--- src/rtl/pw_ranger_pkg.sv ---
// Shared types and default constants for the pulse-width rangefinder.
package pw_ranger_pkg;

  // Per-channel measurement state.
  typedef enum logic [1:0] {
    ST_WAIT_LOW = 2'd0,  // wait for a clean low before arming
    ST_IDLE     = 2'd1,  // armed, waiting for a rising edge
    ST_MEASURE  = 2'd2   // pulse in progress, counting units
  } state_e;

  // Defaults: 50 MHz clock, centimetre units (147 us/inch / 2.54).
  localparam int unsigned DEF_N_CH          = 2;
  localparam int unsigned DEF_CLK_PER_UNIT  = 2894;
  localparam int unsigned DEF_DIST_W        = 16;
  localparam int unsigned DEF_TIMEOUT_UNITS = 650;
  localparam int unsigned DEF_AVG_LOG2      = 3;

  // Counter width for a modulus, never narrower than one bit.
  function automatic int unsigned cnt_width(input int unsigned modulus);
    int unsigned w;
    if (modulus > 32'd1) begin
      w = $clog2(modulus);
    end else begin
      w = 32'd1;
    end
    return w;
  endfunction

endpackage

--- src/rtl/pw_ranger_ch.sv ---
// One rangefinder channel: input synchroniser, measurement FSM with
// prescaler and unit counter, and the moving-average ring buffer.
module pw_ranger_ch
  import pw_ranger_pkg::*;
#(
  parameter int unsigned CLK_PER_UNIT  = DEF_CLK_PER_UNIT,
  parameter int unsigned DIST_W        = DEF_DIST_W,
  parameter int unsigned TIMEOUT_UNITS = DEF_TIMEOUT_UNITS,
  parameter int unsigned AVG_LOG2      = DEF_AVG_LOG2
) (
  input  logic              clk_i,
  input  logic              reset_i,
  input  logic              pw_i,
  output logic [DIST_W-1:0] distance_o,
  output logic              meas_valid_o,
  output logic [DIST_W-1:0] dist_avg_o,
  output logic              avg_valid_o,
  output logic              avg_ready_o,
  output logic              timeout_o
);

  localparam int unsigned PS_W  = cnt_width(CLK_PER_UNIT);
  localparam int unsigned DEPTH = 1 << AVG_LOG2;
  localparam int unsigned SUM_W = DIST_W + AVG_LOG2;
  localparam int unsigned CNT_W = AVG_LOG2 + 1;

  logic ff1_q, ff2_q, prev_q;
  logic rise_s, fall_s;

  state_e            state_q, state_d;
  logic [PS_W-1:0]   presc_q, presc_d;
  logic [DIST_W-1:0] units_q, units_d, units_inc_s;
  logic              presc_wrap_s;
  logic [DIST_W-1:0] distance_q, distance_d;
  logic              meas_valid_q, meas_valid_d;
  logic              timeout_q, timeout_d;

  logic [DIST_W-1:0]   ring_q [DEPTH];
  logic [AVG_LOG2-1:0] wp_q;
  logic [SUM_W-1:0]    sum_q, sum_d;
  logic [CNT_W-1:0]    fill_q;
  logic [DIST_W-1:0]   dist_avg_q;
  logic                avg_valid_q, avg_ready_q;
  logic                full_now_s;

  // Two-flop synchroniser plus edge history. Preset high so a pulse already
  // in progress when reset releases is not mistaken for a fresh rising edge.
  always_ff @(posedge clk_i) begin
    if (reset_i) begin
      ff1_q  <= 1'b1;
      ff2_q  <= 1'b1;
      prev_q <= 1'b1;
    end else begin
      ff1_q  <= pw_i;
      ff2_q  <= ff1_q;
      prev_q <= ff2_q;
    end
  end

  assign rise_s       = ff2_q & ~prev_q;
  assign fall_s       = ~ff2_q & prev_q;
  assign presc_wrap_s = (presc_q == PS_W'(CLK_PER_UNIT - 1));
  assign units_inc_s  = presc_wrap_s ? (units_q + DIST_W'(1)) : units_q;

  // Measurement FSM: next state, counters and result strobes.
  // The unit count including the current cycle is captured on the fall, so
  // P synchronised high cycles yield floor(P / CLK_PER_UNIT).
  always_comb begin
    state_d      = state_q;
    presc_d      = presc_q;
    units_d      = units_q;
    distance_d   = distance_q;
    meas_valid_d = 1'b0;
    timeout_d    = 1'b0;
    case (state_q)
      ST_WAIT_LOW: begin
        if (!ff2_q) begin
          state_d = ST_IDLE;
        end else begin
          state_d = ST_WAIT_LOW;
        end
      end
      ST_IDLE: begin
        if (rise_s) begin
          state_d = ST_MEASURE;
          presc_d = '0;
          units_d = '0;
        end else begin
          state_d = ST_IDLE;
        end
      end
      ST_MEASURE: begin
        if (fall_s) begin
          state_d      = ST_IDLE;
          distance_d   = units_inc_s;
          meas_valid_d = 1'b1;
        end else if (ff2_q && (units_q >= DIST_W'(TIMEOUT_UNITS))) begin
          state_d   = ST_WAIT_LOW;
          timeout_d = 1'b1;
        end else begin
          state_d = ST_MEASURE;
          presc_d = presc_wrap_s ? '0 : (presc_q + PS_W'(1));
          units_d = units_inc_s;
        end
      end
      default: begin
        state_d = ST_WAIT_LOW;
      end
    endcase
  end

  // FSM, counters and registered measurement outputs.
  always_ff @(posedge clk_i) begin
    if (reset_i) begin
      state_q      <= ST_WAIT_LOW;
      presc_q      <= '0;
      units_q      <= '0;
      distance_q   <= '0;
      meas_valid_q <= 1'b0;
      timeout_q    <= 1'b0;
    end else begin
      state_q      <= state_d;
      presc_q      <= presc_d;
      units_q      <= units_d;
      distance_q   <= distance_d;
      meas_valid_q <= meas_valid_d;
      timeout_q    <= timeout_d;
    end
  end

  // Running sum update: add the new sample, drop the one it overwrites.
  // Unfilled slots hold zero, so the sum is exact during the fill phase.
  always_comb begin
    full_now_s = avg_ready_q | (fill_q == CNT_W'(DEPTH - 1));
    if (meas_valid_q) begin
      sum_d = sum_q + SUM_W'(distance_q) - SUM_W'(ring_q[wp_q]);
    end else begin
      sum_d = sum_q;
    end
  end

  // Ring buffer, sum and average outputs, updated the cycle after a sample.
  always_ff @(posedge clk_i) begin
    if (reset_i) begin
      for (int i = 0; i < int'(DEPTH); i++) begin
        ring_q[i] <= '0;
      end
      wp_q        <= '0;
      sum_q       <= '0;
      fill_q      <= '0;
      dist_avg_q  <= '0;
      avg_valid_q <= 1'b0;
      avg_ready_q <= 1'b0;
    end else if (meas_valid_q) begin
      ring_q[wp_q] <= distance_q;
      wp_q         <= wp_q + AVG_LOG2'(1);
      sum_q        <= sum_d;
      if (!avg_ready_q) begin
        fill_q <= fill_q + CNT_W'(1);
      end else begin
        fill_q <= fill_q;
      end
      avg_ready_q <= full_now_s;
      avg_valid_q <= full_now_s;
      if (full_now_s) begin
        dist_avg_q <= sum_d[SUM_W-1 -: DIST_W];
      end else begin
        dist_avg_q <= dist_avg_q;
      end
    end else begin
      avg_valid_q <= 1'b0;
    end
  end

  assign distance_o   = distance_q;
  assign meas_valid_o = meas_valid_q;
  assign timeout_o    = timeout_q;
  assign dist_avg_o   = dist_avg_q;
  assign avg_valid_o  = avg_valid_q;
  assign avg_ready_o  = avg_ready_q;

endmodule

--- src/rtl/pw_ranger.sv ---
// Multi-channel PW rangefinder front end: one independent channel per pin;
// the top only slices the flat output buses.
module pw_ranger
  import pw_ranger_pkg::*;
#(
  parameter int unsigned N_CH          = DEF_N_CH,
  parameter int unsigned CLK_PER_UNIT  = DEF_CLK_PER_UNIT,
  parameter int unsigned DIST_W        = DEF_DIST_W,
  parameter int unsigned TIMEOUT_UNITS = DEF_TIMEOUT_UNITS,
  parameter int unsigned AVG_LOG2      = DEF_AVG_LOG2
) (
  input  logic                     clk_i,
  input  logic                     reset_i,
  input  logic [N_CH-1:0]          pw_i,
  output logic [N_CH*DIST_W-1:0]   distance_o,
  output logic [N_CH-1:0]          meas_valid_o,
  output logic [N_CH*DIST_W-1:0]   dist_avg_o,
  output logic [N_CH-1:0]          avg_valid_o,
  output logic [N_CH-1:0]          avg_ready_o,
  output logic [N_CH-1:0]          timeout_o
);

  for (genvar g = 0; g < int'(N_CH); g++) begin : g_ch
    pw_ranger_ch #(
      .CLK_PER_UNIT  (CLK_PER_UNIT),
      .DIST_W        (DIST_W),
      .TIMEOUT_UNITS (TIMEOUT_UNITS),
      .AVG_LOG2      (AVG_LOG2)
    ) u_ch (
      .clk_i        (clk_i),
      .reset_i      (reset_i),
      .pw_i         (pw_i[g]),
      .distance_o   (distance_o[g*DIST_W +: DIST_W]),
      .meas_valid_o (meas_valid_o[g]),
      .dist_avg_o   (dist_avg_o[g*DIST_W +: DIST_W]),
      .avg_valid_o  (avg_valid_o[g]),
      .avg_ready_o  (avg_ready_o[g]),
      .timeout_o    (timeout_o[g])
    );
  end

endmodule

--- config.mk ---
export PLATFORM = sky130hd
export DESIGN_NAME = pw_ranger
export DESIGN_NICKNAME = d
export VERILOG_FILES = /design/src/rtl/pw_ranger_pkg.sv /design/src/rtl/pw_ranger_ch.sv /design/src/rtl/pw_ranger.sv
export SDC_FILE = /design/constraint.sdc
export NUM_CORES = 1
export LEC_CHECK = 0
export BUFFER_PORTS_ARGS = -buffer_cell sky130_fd_sc_hd__buf_2
export CELL_PAD_IN_SITES_DETAIL_PLACEMENT = 0
export CELL_PAD_IN_SITES_GLOBAL_PLACEMENT = 2
export CORE_ASPECT_RATIO = 0.7
export CORE_MARGIN = 5
export CORE_UTILIZATION = 40
export CTS_CLUSTER_SIZE = 28
export DETAILED_ROUTE_END_ITERATION = 10
export GPL_TIMING_DRIVEN = 0
export PLACE_DENSITY = 0.81
export REMOVE_ABC_BUFFERS = 1
export SYNTH_ARGS = -nofsm -noshare
export SYNTH_HDL_FRONTEND = slang
export SYNTH_SLANG_ARGS = --single-unit
--- constraint.sdc ---
create_clock -name clk_i -period 5.9 [get_ports clk_i]
set_input_delay 0.295 -clock clk_i [delete_from_list [all_inputs] [get_ports clk_i]]
set_output_delay 0.295 -clock clk_i [all_outputs]
set_load 0.03 [all_outputs]
==> results.toml <==
[outcome]
status = "completed"

[cts]
clk_latency_ps = 580
cts.sinks = 452
path_clk_slew_ps = 60
cts_buffers = 48
cts-resized-gates = 0
cts_root_buffer = "clkbuf_16"
cts_tree = "built"
clk_path_buf_depth = 3
htree_levels = 2

[yosys]
synth.distinct_cells = 71
synth-edff-count = 256
ys_warn_count = 0
netlist_instances = 2113
ys_top_cells_by_area = "edfxtp_1 (34%), dfxtp_1 (17%), mux4_2 (6.3%), nor3_1 (4.1%), nor4_1 (2.8%)"
netlist.top_cell.by_area = "edfxtp_1"
ys.flop_type = "edfxtp_1"
synth_top_area_share = 0.337
synthArstFlopShare = 0
netlist_area_mm2 = 0.0228
postSynthAreaPerCell_um2 = 10.8
synth_seq_area_share = 0.510
synth_seq_cells = 452

[drt]
drt_iter0_drc = 1364
drtAntennaViolNets = 0
first_pass_iters = 6
wl_mm = 56.9
vias = 16100
viasPerCell = 5.58
drcViolationCount = 0
routedWlPerCell_um = 19.8

[die]
die_w_um = 295
start_util = 0.402
io_pins = 76
die_area_mm2 = 0.0619
fp.dieH_um = 210
placementRows = 73
core-area_mm2 = 0.0566

[global_routing]
grt_use_total = 0.183
grt_pass1_wl_mm = 91.4
grt_pass1_vias = 15900
antenna_found_initial = 0
grt_remaining_overflow = 0
grt_start_max_net_pins = 113

[worst_hold_path]
min_path_type = "input port to flop"

[timing]
hold_viol = 0
rsz0062_at_grt = "no"
slew_headroom = 0.154
setup_viol = 0
fmax_ghz = 0.201
worst_pin_slew_ps = 1270
fin_crit_ps = 4960
skew_ps = 23.5
fin_setup_tns_ps = 0
fin_crit_sh = 0.841
maxSlewViolCount = 0

[worst_setup_path]
end_kind = "flop"
crit_type = "flop to flop"
cp_max_fo = 21
worst_setup_path_start_kind = "flop"
arrival_ps = 5450
required_ps = 6390

[placement]
gp_congestion = 0.830
dpl.hpwl_mm = 37.3
port_buffers = 75

[layout]
layout_common_cells = "edfxtp_1 (256), dfxtp_1 (187), nor3_1 (185), nor2_1 (125), nand2_1 (123)"
drive_gt1_frac = 0.156
antennaDiodeCount = 0
final_common_cell = "edfxtp_1"
final_nets = 2178
area_delta_synth_final_pct = 13.0
utilization = 0.455

[pwr]
total_leakage_power_uw = 0.00880
power_density_mw_per_mm2 = 267
ir_drop_uv = 185

[job]
cap_violations = 0
## logic make-up (layout without fill, tap and decap cells)
logic type | count (synthesis) | after routing | share of synthesized area
compound gates | 297 | 297 | 0.0840
xor+xnor | 80 | 80 | 0.0307
fa+ha+maj | 82 | 82 | 0.0556
buf+inv | 324 | 342 | 0.0549
flops | 452 | 452 | 0.510
mux | 135 | 135 | 0.0962
simple gates | 743 | 743 | 0.169
## worst max-delay path: stages, from the launching register on
cell and delay [ps]:
dfxtp_2 630, buf_12 280, mux4_2 530, mux2_2 300, fa_1 480, inv_1 60
fa_1 490, a211oi_1 540, o211ai_1 330, nand4b_1 290, a211oi_1 140, or4_1 490
a311oi_1 260
## Yosys cell counts, drive strengths merged (11+ instances only)
library cell	number
edfxtp	256
dfxtp	196
nor3	185
clkbuf	139
nor2	129
nand2	124
inv	123
nor4	104
a21oi	74
o21ai	68
mux4	64
xnor2	57
ha	50
a211oi	43
nand3	43
mux2i	39
fa	32
mux2	32
buf	31
clkinv	31
nand4	23
xor2	23
a31oi	22
and2	22
and3	18
o31ai	16
nand2b	15
or3	13
a21o	12
o211ai	11
## timing repair
action                    in CTS  in global routing
buffers inserted               0                  0
hold buffers                   2                  0
hold endpoints to repair       2                  0
## state kept, by name, indices dropped and copies added (netlist names), 4 cells and up, named ones only
name	cells
g_ch.u_ch.fill_q	8
g_ch.u_ch.state_q	4
g_ch.u_ch.dist_avg_o	32
g_ch.u_ch.units_q	32
g_ch.u_ch.presc_q	24
g_ch.u_ch.wp_q	6
g_ch.u_ch.distance_o	32
g_ch.u_ch.sum_q	38
g_ch.u_ch.ring_q	256
## per-stage QoR
stage	power, uW	std cells	instance area, um^2	hold WS (ps)	setup WS (ps)
after floorplan	3590	1943	22100	364	942
after global placement	3670	2768	23400	395	-4930
after detailed placement	3690	2789	24000	392	953
after CTS	6960	2880	25700	100	938
after global routing	7100	2881	25700	133	723
final	6870	2881	25700	122	936
## power breakdown
group	internal (uW)	switching, uW	total [uW]
clock network	1940	1310	3250
logic	77.9	144	222
registers	3380	19.8	3400
## cell type report
type                    instances  area [um^2]
fillers                      5243        30900
clock buffers                  60         1320
clock inverters                29          374
multi-input cells            1337        10100
flip-flops and latches        452        11600
well taps                     750          938
repair buffers                 99          796
inverters                     154          581
## layer usage
metal / global-route usage / vias up / share of wire / wire (um)
met5: 0 / - / 0 / 0
met4: 0.0378 / 0 / 0.015 / 855
met3: 0.0292 / 62 / 0.056 / 3170
met2: 0.273 / 385 / 0.44 / 24800
met1: 0.281 / 7886 / 0.49 / 28100
li1: - / 7741 / - / -
## final timing paths
check | start | to | slack (ps) | cells after the start
hold / removal | reset_i | g_ch[1].u_ch.distance_o[1] | 120 | 2
setup / recovery | flop | g_ch[0].u_ch.dist_avg_o[15] | 940 | 12
hold reg to reg | g_ch[1].u_ch.ff1_q | g_ch[1].u_ch.ff2_q | 410 | 1
setup reg to reg | flop | g_ch[0].u_ch.dist_avg_o[15] | 940 | 12
Note: power is estimated with default switching activity, not from simulation.
